==> config.mk <==
export PLATFORM = sky130hd
export DESIGN_NAME = queue_dispatch_ctrl
export DESIGN_NICKNAME = d
export VERILOG_FILES = /design/src/rtl/queue_dispatch_ctrl.sv
export SDC_FILE = /design/constraint.sdc
export NUM_CORES = 1
export LEC_CHECK = 0
export CAP_MARGIN = 25
export CORE_MARGIN = 2
export CORE_UTILIZATION = 45
export CTS_CLUSTER_DIAMETER = 40
export DETAILED_ROUTE_END_ITERATION = 10
export PLACE_DENSITY = 0.82
export SYNTH_ARGS = -nofsm -noshare
export SYNTH_HDL_FRONTEND = slang
export SYNTH_SLANG_ARGS = --single-unit
==> constraint.sdc <==
create_clock -name clk -period 6.15 [get_ports clk]
set_input_delay 0.615 -clock clk [delete_from_list [all_inputs] [get_ports clk]]
set_output_delay 0.615 -clock clk [all_outputs]
set_load 0.005 [all_outputs]
==> src/rtl/queue_dispatch_ctrl.sv <==
// Dispatch controller: pops the instruction queue into a 2-entry holding buffer
// and feeds a reservation station under a credit counter, with flush/drain handling.
module queue_dispatch_ctrl #(
   parameter  int D_WIDTH  = 32,
   parameter  int RS_DEPTH = 8,
   localparam int CW       = $clog2(RS_DEPTH + 1)
) (
   input  logic               clk,
   input  logic               rst,
   input  logic               q_empty,
   output logic               q_r_en,
   input  logic [D_WIDTH-1:0] q_r_data,
   output logic               disp_valid,
   output logic [D_WIDTH-1:0] disp_data,
   input  logic               disp_ready,
   input  logic               rs_credit_ret,
   input  logic               flush,
   output logic [CW-1:0]      credits,
   output logic               credit_err
);

   typedef enum logic [1:0] {
      IDLE   = 2'd0,
      ACTIVE = 2'd1,
      DRAIN  = 2'd2
   } state_t;

   localparam logic [CW-1:0] CREDITS_MAX = CW'(RS_DEPTH);

   state_t               state, state_next;
   logic [1:0]           occ, occ_next, occ_after_fire;
   logic                 infl;
   logic [D_WIDTH-1:0]   buf_head, buf_tail, head_next, tail_next;
   logic [CW-1:0]        credits_next;
   logic                 credit_full, err_set;
   logic                 fire, capture;
   logic [2:0]           pending;

   assign disp_data = buf_head;

   // Handshake and pop decision. q_r_en sees disp_ready combinationally so a
   // full buffer that is draining this cycle can still accept a new pop.
   // NOTE: always_comb gives every output a default first so no path leaves a
   // signal unassigned, which would otherwise infer a latch.
   always_comb begin
      disp_valid = 1'b0;
      q_r_en     = 1'b0;
      disp_valid = !rst && (occ != 2'd0) && (credits != '0) && !flush && (state != DRAIN);
      fire       = disp_valid && disp_ready;
      capture    = infl && (state != DRAIN);
      pending    = {1'b0, occ} + {2'b00, infl} - {2'b00, fire};
      q_r_en     = !rst && !q_empty && !flush && (state != DRAIN) && (pending < 3'd2);
   end

   // Buffer occupancy and contents; the head shifts out on fire and the
   // returning read lands in the first free slot after that shift.
   always_comb begin
      occ_after_fire = occ - {1'b0, fire};
      occ_next       = occ;
      head_next      = buf_head;
      tail_next      = buf_tail;
      if (flush) begin
         occ_next = 2'd0;
      end else begin
         occ_next = occ_after_fire + {1'b0, capture};
         if (fire) head_next = buf_tail;
         if (capture) begin
            if (occ_after_fire == 2'd0) head_next = q_r_data;
            else                        tail_next = q_r_data;
         end
      end
   end

   // Credit counter: fire consumes, return refunds, both together cancel.
   always_comb begin
      credit_full  = (credits == CREDITS_MAX);
      err_set      = rs_credit_ret && !fire && credit_full;
      credits_next = credits;
      if (flush)
         credits_next = CREDITS_MAX;
      else if (fire && !rs_credit_ret)
         credits_next = credits - CW'(1);
      else if (rs_credit_ret && !fire && !credit_full)
         credits_next = credits + CW'(1);
   end

   // A flush with a read in flight spends one DRAIN cycle so that the
   // returning data is dropped instead of captured.
   always_comb begin
      state_next = state;
      if (flush) begin
         state_next = infl ? DRAIN : IDLE;
      end else begin
         case (state)
            IDLE:    if (q_r_en) state_next = ACTIVE;
            ACTIVE:  if ((occ_next == 2'd0) && !q_r_en) state_next = IDLE;
            DRAIN:   state_next = IDLE;
            default: state_next = IDLE;
         endcase
      end
   end

   // NOTE: sequential state uses non-blocking assignments so every register
   // samples pre-edge values, independent of statement order.
   always_ff @(posedge clk) begin
      if (rst) begin
         state      <= IDLE;
         occ        <= 2'd0;
         infl       <= 1'b0;
         credits    <= CREDITS_MAX;
         credit_err <= 1'b0;
         buf_head   <= '0;
      end else begin
         state      <= state_next;
         occ        <= occ_next;
         infl       <= q_r_en;
         credits    <= credits_next;
         credit_err <= credit_err | err_set;
         buf_head   <= head_next;
      end
   end

   // NOTE: the tail slot is storage qualified by occ, so it carries no reset;
   // only the head is reset because it is visible on disp_data.
   always_ff @(posedge clk) begin
      buf_tail <= tail_next;
   end

endmodule
After elaboration in Yosys (flattened, before gate mapping)
Index checks and enable logic that the tools add are counted.
Widths: inputs -> output; s select.
{"block": "totals", "elab_cells": 64, "ff_bits": 74}
{"block": "classes", "addsub": 6, "n_mux": 11, "n_lt_le_gt_ge": 1, "n_reduce_logical": 31, "n_eq_ne": 5, "n_bitwise": 3}
{"operator": "$mux 32", "count": 3}
{"operator": "$logic_and 1x1->1", "count": 15}
{"operator": "$mux 2", "count": 5}
{"operator": "$mux 4", "count": 2}
{"operator": "$logic_not 1->1", "count": 7}
{"operator": "$logic_not 2->1", "count": 3}
{"operator": "$ne 3x3->1 const B", "count": 2}
{"operator": "$add 4x1->4 const B", "count": 1}
{"operator": "$eq 4x4->1 const B", "count": 1}
{"operator": "$pmux 2 s2", "count": 1}
{"operator": "$reduce_bool 2->1", "count": 2}
{"operator": "$reduce_bool 4->1", "count": 1}
{"operator": "$sub 4x1->4 const B", "count": 1}
{"operator": "$add 2x1->3", "count": 1}
{"operator": "$lt 3x2->1 const B", "count": 1}
{"operator": "$reduce_and 3->1", "count": 1}
{"operator": "$sub 3x1->3", "count": 1}
{"operator": "$add 2x1->2", "count": 1}
{"operator": "$eq 2x1->1 const B", "count": 1}
{"operator": "$ne 2x2->1 const B", "count": 1}
{"operator": "$not 1->1", "count": 2}
{"operator": "$reduce_and 2->1", "count": 1}
{"operator": "$reduce_or 2->1", "count": 1}
{"operator": "$sub 2x1->2", "count": 1}
{"operator": "$or 1x1->1", "count": 1}

Depth between registers and ports, before layout
Gate-level depths: netlist of run 1.
{"block": "depth", "ltp_word": 14, "ltp_mapped": 11}

Least setup slack after synthesis of run 1
Ideal clock, no wire load.
{"block": "synth_path", "path_type": "input-to-reg", "from": "in flush", "to": "reg buf_tail[0], enable pin", "t_arrival_ns": 5.568, "setup_slack_ns": 0.081, "stages": 9, "t_required_ns": 5.648, "cell_sequence": "or2_1 > or4_4 > clkinv_2 > buf_2 > ha_1 > xor2_1 > buf_2 > nor2_1 > nor4_1"}
{"block": "synth_via", "elab_chain_cells": 8, "word_cells_on_any_way": 9, "classes_between": "1 x add/sub; 2 x bitwise; 6 x reduce/logical"}
{"item": "from (decl)", "line_no": "17", "source": "input logic flush,"}
{"item": "$logic_not 1->1", "line_no": "48", "source": "disp_valid = !rst && (occ != 2'd0) && (credits != '0) && !flush && (state != DRAIN);"}
{"item": "$logic_and 1x1->1 (2 in series)", "line_no": "48"}
{"item": "$logic_and 1x1->1", "line_no": "49", "source": "fire = disp_valid && disp_ready;"}
{"item": "$sub 2x1->2", "line_no": "58", "source": "occ_after_fire = occ - {1'b0, fire};"}
{"item": "$logic_not 2->1", "line_no": "68", "source": "if (occ_after_fire == 2'd0) head_next = q_r_data;"}
{"item": "$not 1->1 (no source line)"}
{"item": "$reduce_and 3->1 (no source line) (*)"}
{"item": "to (signal assigned)", "line_no": "126", "source": "buf_tail <= tail_next;"}
{"item": "to (decl)", "line_no": "33", "source": "logic [D_WIDTH-1:0] buf_head, buf_tail, head_next, tail_next;"}
Mark *: on every way between the ends. The rest lies on a longest branch, timed or not.
A chain may end at the register's enable or synchronous reset.

Worst setup path after layout of run 1
{"block": "layout_path", "from": "in flush", "to": "out q_r_en"}
{"block": "layout_via", "elab_chain_cells": 7, "word_cells_on_any_way": 9, "classes_between": "1 x add/sub; 1 x order compare; 7 x reduce/logical"}
{"item": "$logic_not 1->1 (*)", "line_no": "48, 52"}
{"item": "$logic_and 1x1->1 (2 in series)", "line_no": "48"}
{"item": "$logic_and 1x1->1", "line_no": "49"}
{"item": "$sub 3x1->3", "line_no": "51", "source": "pending = {1'b0, occ} + {2'b00, infl} - {2'b00, fire};"}
{"item": "$lt 3x2->1", "line_no": "52", "source": "q_r_en = !rst && !q_empty && !flush && (state != DRAIN) && (pending < 3'd2);"}
{"item": "$logic_and 1x1->1 (*)", "line_no": "52"}
{"item": "to (decl)", "line_no": "11", "source": "output logic q_r_en,"}
Marks and branches as above.

==> flow_metrics.py, run 1 <==
metrics = {
    "synth": {
        "synthAdderAreaFrac_pct": 3.129,
        "synthSimpleGateAreaFrac_pct": 5.532,
        "seq_area_frac_synth_pct": 54.94,
        "async_flop_share_pct": 0,
        "synthesis.instances": 298,
        "synth.distinct_cells": 39,
        "synth-seq-cells": 74,
        "syn_avg_cell_area_sq_um": 11.00,
        "syn_area_sq_um": 3279,
        "synth_top_family_by_area": "compound AO/OA/AOI/OAI gates",
        "yosys.area_share.xor_xnor_pct": 1.335,
        "synth_nets": 343,
        "synth_compound_area_share_pct": 28.62,
        "synth_mux_area_share_pct": 1.526,
        "synth_edf_count": 32,
        "synthFlopType": "dfxtp_1",
        "yosys_warnings": 0,
    },
    "worst_setup_path": {
        "crit_path_start_kind": "input pin",
        "crit_arrival_ns": 3.91,
        "r2r_slack_ns": 2.22,
        "cp-end-kind": "primary output",
        "r2r-start": "state[1]$_SDFFE_PP0P_",
        "cp_data_required_time_ns": 5.53,
        "worst-r2r-cell-count": 10,
        "path_class": "in -> out",
        "timing.rr.end": "disp_data[5]$_SDFFE_PP0N_",
        "cp_max_fo": 11,
    },
    "power": {
        "switching_share_pct": 21.56,
        "p_comb_share_pct": 10.1,
        "power.total_w": 0.001039,
        "total_leakage_power_nw": 1.399,
        "irDropWorstVdd_mv": 0.1467,
        "seq_power_share_pct": 50.7,
        "netSwitchingPower_w": 0.0002241,
        "p_clk_share_pct": 39.2,
        "powerDensity_nw_per_um2": 238.9,
        "intPower_w": 0.0008152,
    },
    "worst_hold_path": {
        "hp-start": "disp_data[30]$_SDFFE_PP0N_",
        "min_path_cells": 1,
        "whs_endpoint": "disp_data[30]$_SDFFE_PP0N_",
        "min_path_type": "reg -> reg",
    },
    "drt": {
        "wl_per_cell_um": 17.99,
        "drc_errors": 0,
        "vias_per_cell": 6.021,
        "wl_um": 8436,
        "drt-initial-drc-count": 258,
        "drt.antenna.violating_nets": 0,
        "dr.pass1.iters": 5,
        "vias": 2824,
    },
    "final_layout": {
        "drive_gt1_share_pct": 7.027,
        "multi_input_area_sq_um": 1356,
        "area_growth_pct": 32.66,
        "fillCellCount": 610,
        "final_nets": 410,
        "num_antenna_cells": 0,
        "seq_area_sq_um": 1802,
    },
    "global_route": {
        "grt_max_degree": 71,
        "grt_usage_pct": 21.41,
        "grt_pass1_vias": 2743,
        "antenna_found_initial": 0,
        "grt.overflow.total": 0,
        "grt_pass1_wl_um": 13120,
    },
    "floorplan": {
        "start_util_pct": 45.95,
        "die-area_sq_um": 7986,
        "fp.dieH_um": 89.37,
        "rows": 31,
        "core-area_sq_um": 7137,
        "ios": 77,
        "fp.dieW_um": 89.37,
    },
    "clocking": {
        "htreeDepth": 3,
        "root_buffer": "clkbuf_8",
        "cts_setup_buffers": 0,
        "ctsResizeCount": 0,
        "tritoncts": "done",
        "path_clk_slew_ns": 0.07,
        "clkLatencyLatePin_ns": 0.34,
        "cts_hold_buf": 0,
        "cts.sinks": 74,
        "ctsLongestPathBuffers": 2,
        "cts_buffers": 9,
    },
    "placement": {
        "portBuffers": 76,
        "place_ws_ns": 1.501,
        "place_congestion": 0.8577,
        "hpwl_um": 5299,
    },
    "timing": {
        "slew_viol_final": 0,
        "final.setup.tns_ns": 0,
        "period_minus_slack_ns": 4.521,
        "fin_crit_sh_pct": 73.51,
        "hold_slack_ns": 0.4658,
        "setup_violations": 0,
        "hold_viol": 0,
        "max_slew_margin_pct": 30.34,
        "layout_setup_ws_ns": 1.629,
        "skew_ns": 0.01009,
        "grt_setup_unrepaired": "false",
        "worst_pin_slew_ns": 1.043,
        "max_freq_mhz": 221.2,
    },
    "job": {
        "cap_violations": 0,
    },
    "outcome": {
        "outcome": "complete, no violations",
    },
}
-- power by group through the flow --
| stage | logic, W | clock network, W | registers [W] |
|---|---|---|---|
| after detailed placement | 0.000104 | 0 | 0.000538 |
| after floorplan | 0.0000444 | 0 | 0.000538 |
| after global placement | 0.000100 | 0 | 0.000538 |
| final | 0.000105 | 0.000407 | 0.000527 |
| after CTS | 0.000105 | 0.000415 | 0.000527 |
| after global routing | 0.000114 | 0.000432 | 0.000528 |
-- cells in the mapped netlist (2+ instances only) --
| master | n | share of area [%] |
|---|---|---|
| o41ai_1 | 32 | 8.5 |
| nand2b_1 | 2 | 0.38 |
| xnor2_1 | 3 | 0.80 |
| clkbuf_2 | 2 | 0.31 |
| mux2i_1 | 5 | 1.5 |
| fa_1 | 2 | 1.2 |
| o2bb2ai_1 | 32 | 8.5 |
| clkbuf_1 | 19 | 2.2 |
| edfxtp_1 | 32 | 29 |
| ha_1 | 5 | 1.9 |
| nor4_1 | 4 | 0.76 |
| o21ai_0 | 33 | 5.0 |
| buf_6 | 2 | 0.69 |
| dfxtp_1 | 42 | 26 |
| inv_1 | 7 | 0.80 |
| nor2_1 | 11 | 1.3 |
| nand2_1 | 5 | 0.57 |
| nor3_1 | 4 | 0.61 |
| xor2_1 | 2 | 0.53 |
| a21oi_1 | 33 | 5.0 |
| buf_2 | 3 | 0.46 |
-- how the worst max path moves through the flow --
| stage | from | endpoint | slack [ns] | cells after the start |
|---|---|---|---|---|
| floorplan | flush | buf_tail[0]$_DFFE_PP_ | 0.08 | 9 |
| global placement | flush | disp_data[31]$_SDFFE_PP0N_ | 1.59 | 11 |
| detailed placement | flush | disp_data[26]$_SDFFE_PP0N_ | 1.50 | 11 |
| CTS | flush | q_r_en | 1.62 | 11 |
| global route | rst | q_r_en | 1.41 | 11 |
| finish | flush | q_r_en | 1.63 | 11 |
-- critical path: stages --
cell and delay (ns):
clkdlybuf4s50_1 0.47, or2_1 0.39, or4_4 0.56, clkinv_2 0.07
ha_1 0.21, nand2b_1 0.15, fa_1 0.38, xnor2_1 0.15
nand3b_1 0.12, nor3_1 0.24, clkdlybuf4s50_1 0.56
-- placed cells by master, fill, tap and decap left out, drive strengths merged, types with 4 or more instances in the layout --
cell type      instances
clkdlybuf4s50         76
dfxtp                 42
o21ai                 33
a21oi                 33
o41ai                 32
o2bb2ai               32
edfxtp                32
clkbuf                13
nor2                  11
inv                    7
buf                    7
nand2                  5
mux2i                  5
ha                     5
nor4                   4
nor3                   4
-- logic make-up after synthesis --
family | after synthesis
compound gates | 136
flops | 74
buf+inv | 36
simple gates | 35
fa+ha+maj | 7
xor+xnor | 5
mux | 5
-- flip-flops by register name (all words and copies together) (netlist names) --
register    count
buf_tail       32
disp_data      32
credits         4
occ             2
state           2
credit_err      1
infl            1
-- routing by layer --
metal / vias to the layer above / track usage, % / routed length, um
met5: - / 0 / 0
met2: 126 / 33.00 / 4022
met3: 8 / 5.171 / 609
li1: 1314 / - / -
met4: 0 / 8.820 / 80
met1: 1376 / 28.98 / 3724
-- stage by stage --
stage,cell area (sq um),cells,utilization (%)
final,4350,469,60.96
after global routing,4350,469,60.96
after CTS,4350,469,60.96
after detailed placement,4138,453,57.98
after global placement,4123,452,57.77
after floorplan,3279,298,-
-- final cells by class --
type / instances / share of cell area [%]
Inverter: 9 / 0.8053
Sequential cell: 74 / 41.42
Timing Repair Buffer: 83 / 18.87
Clock buffer: 13 / 3.422
Tap cell: 99 / 2.847
Clock inverter: 3 / 1.467
Multi-Input combinational cell: 188 / 31.18
(Power assumes the default switching activity.)
==> run 2, diff against run 1 <==
- clock period: 6.15 -> 3.8 ns (I/O delays scaled with it)
==> run 2 against run 1 <==
Compared with the run above: cell count rose by 1.9%; clock skew is 0.0013 ns lower; worst hold slack about the same; flip-flop and latch count stayed put; critical path depth unchanged; non-clock buffer count grew 10; power is 58% higher; count of clock-buffer cells in the layout down 1; die area unchanged; sequential share of layout area fell by 0.68 points; largest cell class unchanged.
==> flow_metrics.py, run 2 (synthesis gave the netlist of run 1 again) <==
metrics = {
    "timing": {
        "setup_violations": 0,
        "period_minus_slack_ns": 3.407,
        "layout_setup_ws_ns": 0.3929,
        "fin_crit_sh_pct": 89.66,
        "worst_pin_slew_ns": 0.7249,
        "skew_ns": 0.008782,
        "hold_viol": 0,
        "max_freq_mhz": 293.5,
        "slew_viol_final": 0,
        "max_slew_margin_pct": 50.99,
        "grt_setup_unrepaired": "false",
    },
    "final_layout": {
        "final_nets": 420,
        "drive_gt1_share_pct": 10.03,
        "area_growth_pct": 34.87,
        "layout_common_cells": "clkdlybuf4s50_1 (75), dfxtp_1 (42), o21ai_0 (33), a21oi_1 (33)",
        "num_antenna_cells": 0,
        "stdcell_count": 478,
        "final_util_pct": 61.97,
        "final_common_cell": "clkdlybuf4s50_1",
    },
    "worst_hold_path": {
        "whs_endpoint": "disp_data[21]$_SDFFE_PP0N_",
        "hp-start": "disp_data[21]$_SDFFE_PP0N_",
        "min_path_cells": 1,
        "min_path_type": "reg -> reg",
    },
    "clocking": {
        "clkLatencyLatePin_ns": 0.35,
        "cts_hold_buf": 0,
        "root_buffer": "clkbuf_8",
        "htreeDepth": 3,
        "cts_buffers": 9,
        "tritoncts": "done",
        "cts.sinks": 74,
        "path_clk_slew_ns": 0.08,
        "cts_setup_buffers": 0,
        "ctsLongestPathBuffers": 2,
    },
    "drt": {
        "drt-initial-drc-count": 234,
        "vias_per_cell": 5.787,
        "drc_errors": 0,
        "vias": 2766,
        "dr.pass1.iters": 4,
        "wl_per_cell_um": 17.22,
        "wl_um": 8231,
        "drt.antenna.violating_nets": 0,
    },
    "power": {
        "powerDensity_nw_per_um2": 372.0,
        "irDropWorstVdd_mv": 0.1767,
        "total_leakage_power_nw": 1.463,
    },
    "placement": {
        "portBuffers": 76,
        "place_congestion": 0.8355,
        "dp.cells": 463,
        "hpwl_um": 5353,
        "place_ws_ns": -0.0002907,
    },
    "floorplan": {
        "start_util_pct": 45.95,
        "fp.dieH_um": 89.37,
        "ios": 77,
        "rows": 31,
        "die-area_sq_um": 7986,
        "fp.dieW_um": 89.37,
        "core-area_sq_um": 7137,
    },
    "worst_setup_path": {
        "r2r-start": "credits[2]$_SDFFE_PP0P_",
        "crit_path_start_kind": "input pin",
        "crit_top_cell": "buf_4",
        "path_cells": "clkdlybuf4s50_1, or2_1, or4_4, clkinv_2, buf_4, ha_1, xor2_4, buf_4, o41ai_1, o21ai_0, o2bb2ai_1",
        "crit_arrival_ns": 3.63,
        "crit_family": "buffers and inverters",
        "timing.rr.end": "disp_data[7]$_SDFFE_PP0N_",
        "r2r_slack_ns": 0.52,
        "slowest_stage": "buf_4",
        "path_class": "in -> reg",
        "slowest_delay_ns": 0.53,
        "crit_buf_inv": 4,
        "cp_max_fo": 70,
        "cp-end-kind": "register",
        "cp_data_required_time_ns": 4.02,
        "worst-r2r-cell-count": 10,
    },
    "global_route": {
        "antenna_found_initial": 0,
        "grt.overflow.total": 0,
        "grt_pass1_vias": 2725,
        "grt_pass1_wl_um": 13030,
        "grt_usage_pct": 21.26,
        "grt_max_degree": 71,
    },
    "outcome": {
        "outcome": "complete, no violations",
    },
    "job": {
        "cap_violations": 0,
    },
}
-- run 2: cell count changes in the layout (fill, tap and decap cells not counted), sizes merged --
cell | before | now
clkinv | 3 | 4
dlymetal6s2s | 0 | 1
clkdlybuf4s50 | 76 | 75
buf | 7 | 17
clkbuf | 13 | 12
bufinv | 2 | 1
-- run 2: worst max-delay path by stage --
stage | startpoint | endpoint | slack (ns) | cells past startpoint
2_1_floorplan | flush | buf_tail[0]$_DFFE_PP_ | 0.04 | 9
3_3_place_gp | flush | q_r_en | 0.11 | 11
3_5_place_dp | flush | q_r_en | -0.0003 | 11
4_1_cts | flush | q_r_en | 0.07 | 11
5_1_grt | rst | disp_data[7]$_SDFFE_PP0N_ | 0.19 | 11
6_report | flush | disp_data[7]$_SDFFE_PP0N_ | 0.39 | 11
-- run 2: stage by stage --
stage	TNS [ns]	area [sq um]	power, W	hold slack [ns]
detailed placement	-0.0002907	4222	0.001043	0.4495
floorplan	0	3294	0.0009426	0.4524
global route	0	4423	0.001698	0.4809
global placement	0	4207	0.001036	0.4488
CTS	0	4420	0.001653	0.4671
finish	0	4423	0.001645	0.4660
-- run 2: layout make-up --
type | instances | area (sq um)
multi-input combinational | 188 | 1370
clock buffer | 12 | 155.1
inverter | 9 | 35.03
tap | 99 | 123.9
timing repair buffer | 93 | 898.4
sequential | 74 | 1802
fill | 593 | 2714
clock inverter | 3 | 38.79
-- run 2: power breakdown --
part | leakage (nW) | switching [W] | internal (W)
combinational | 0.734 | 0.0000809 | 0.0000927
sequential | 0.628 | 0.00000885 | 0.000843
clock | 0.0999 | 0.000287 | 0.000333
-- run 2: per-layer routing --
layer,wire length [um],track usage (%),vias up
li1,-,-,1329
met1,3696,27.98,1324
met2,3940,34.14,100
met3,459,4.247,13
met4,133,9.227,0
met5,0,0,-
-- run 2: what timing repair did --
action / CTS / global route
pin swaps: 0 / 1
gates resized for setup: 1 / 1
endpoints found under the setup margin: 1 / 1
==> run 3, diff against run 2 <==
- CTS_CLUSTER_SIZE: unset -> 12
==> results of run 3 <==
Final layout, timing and power as in run 2 (identical DEF).
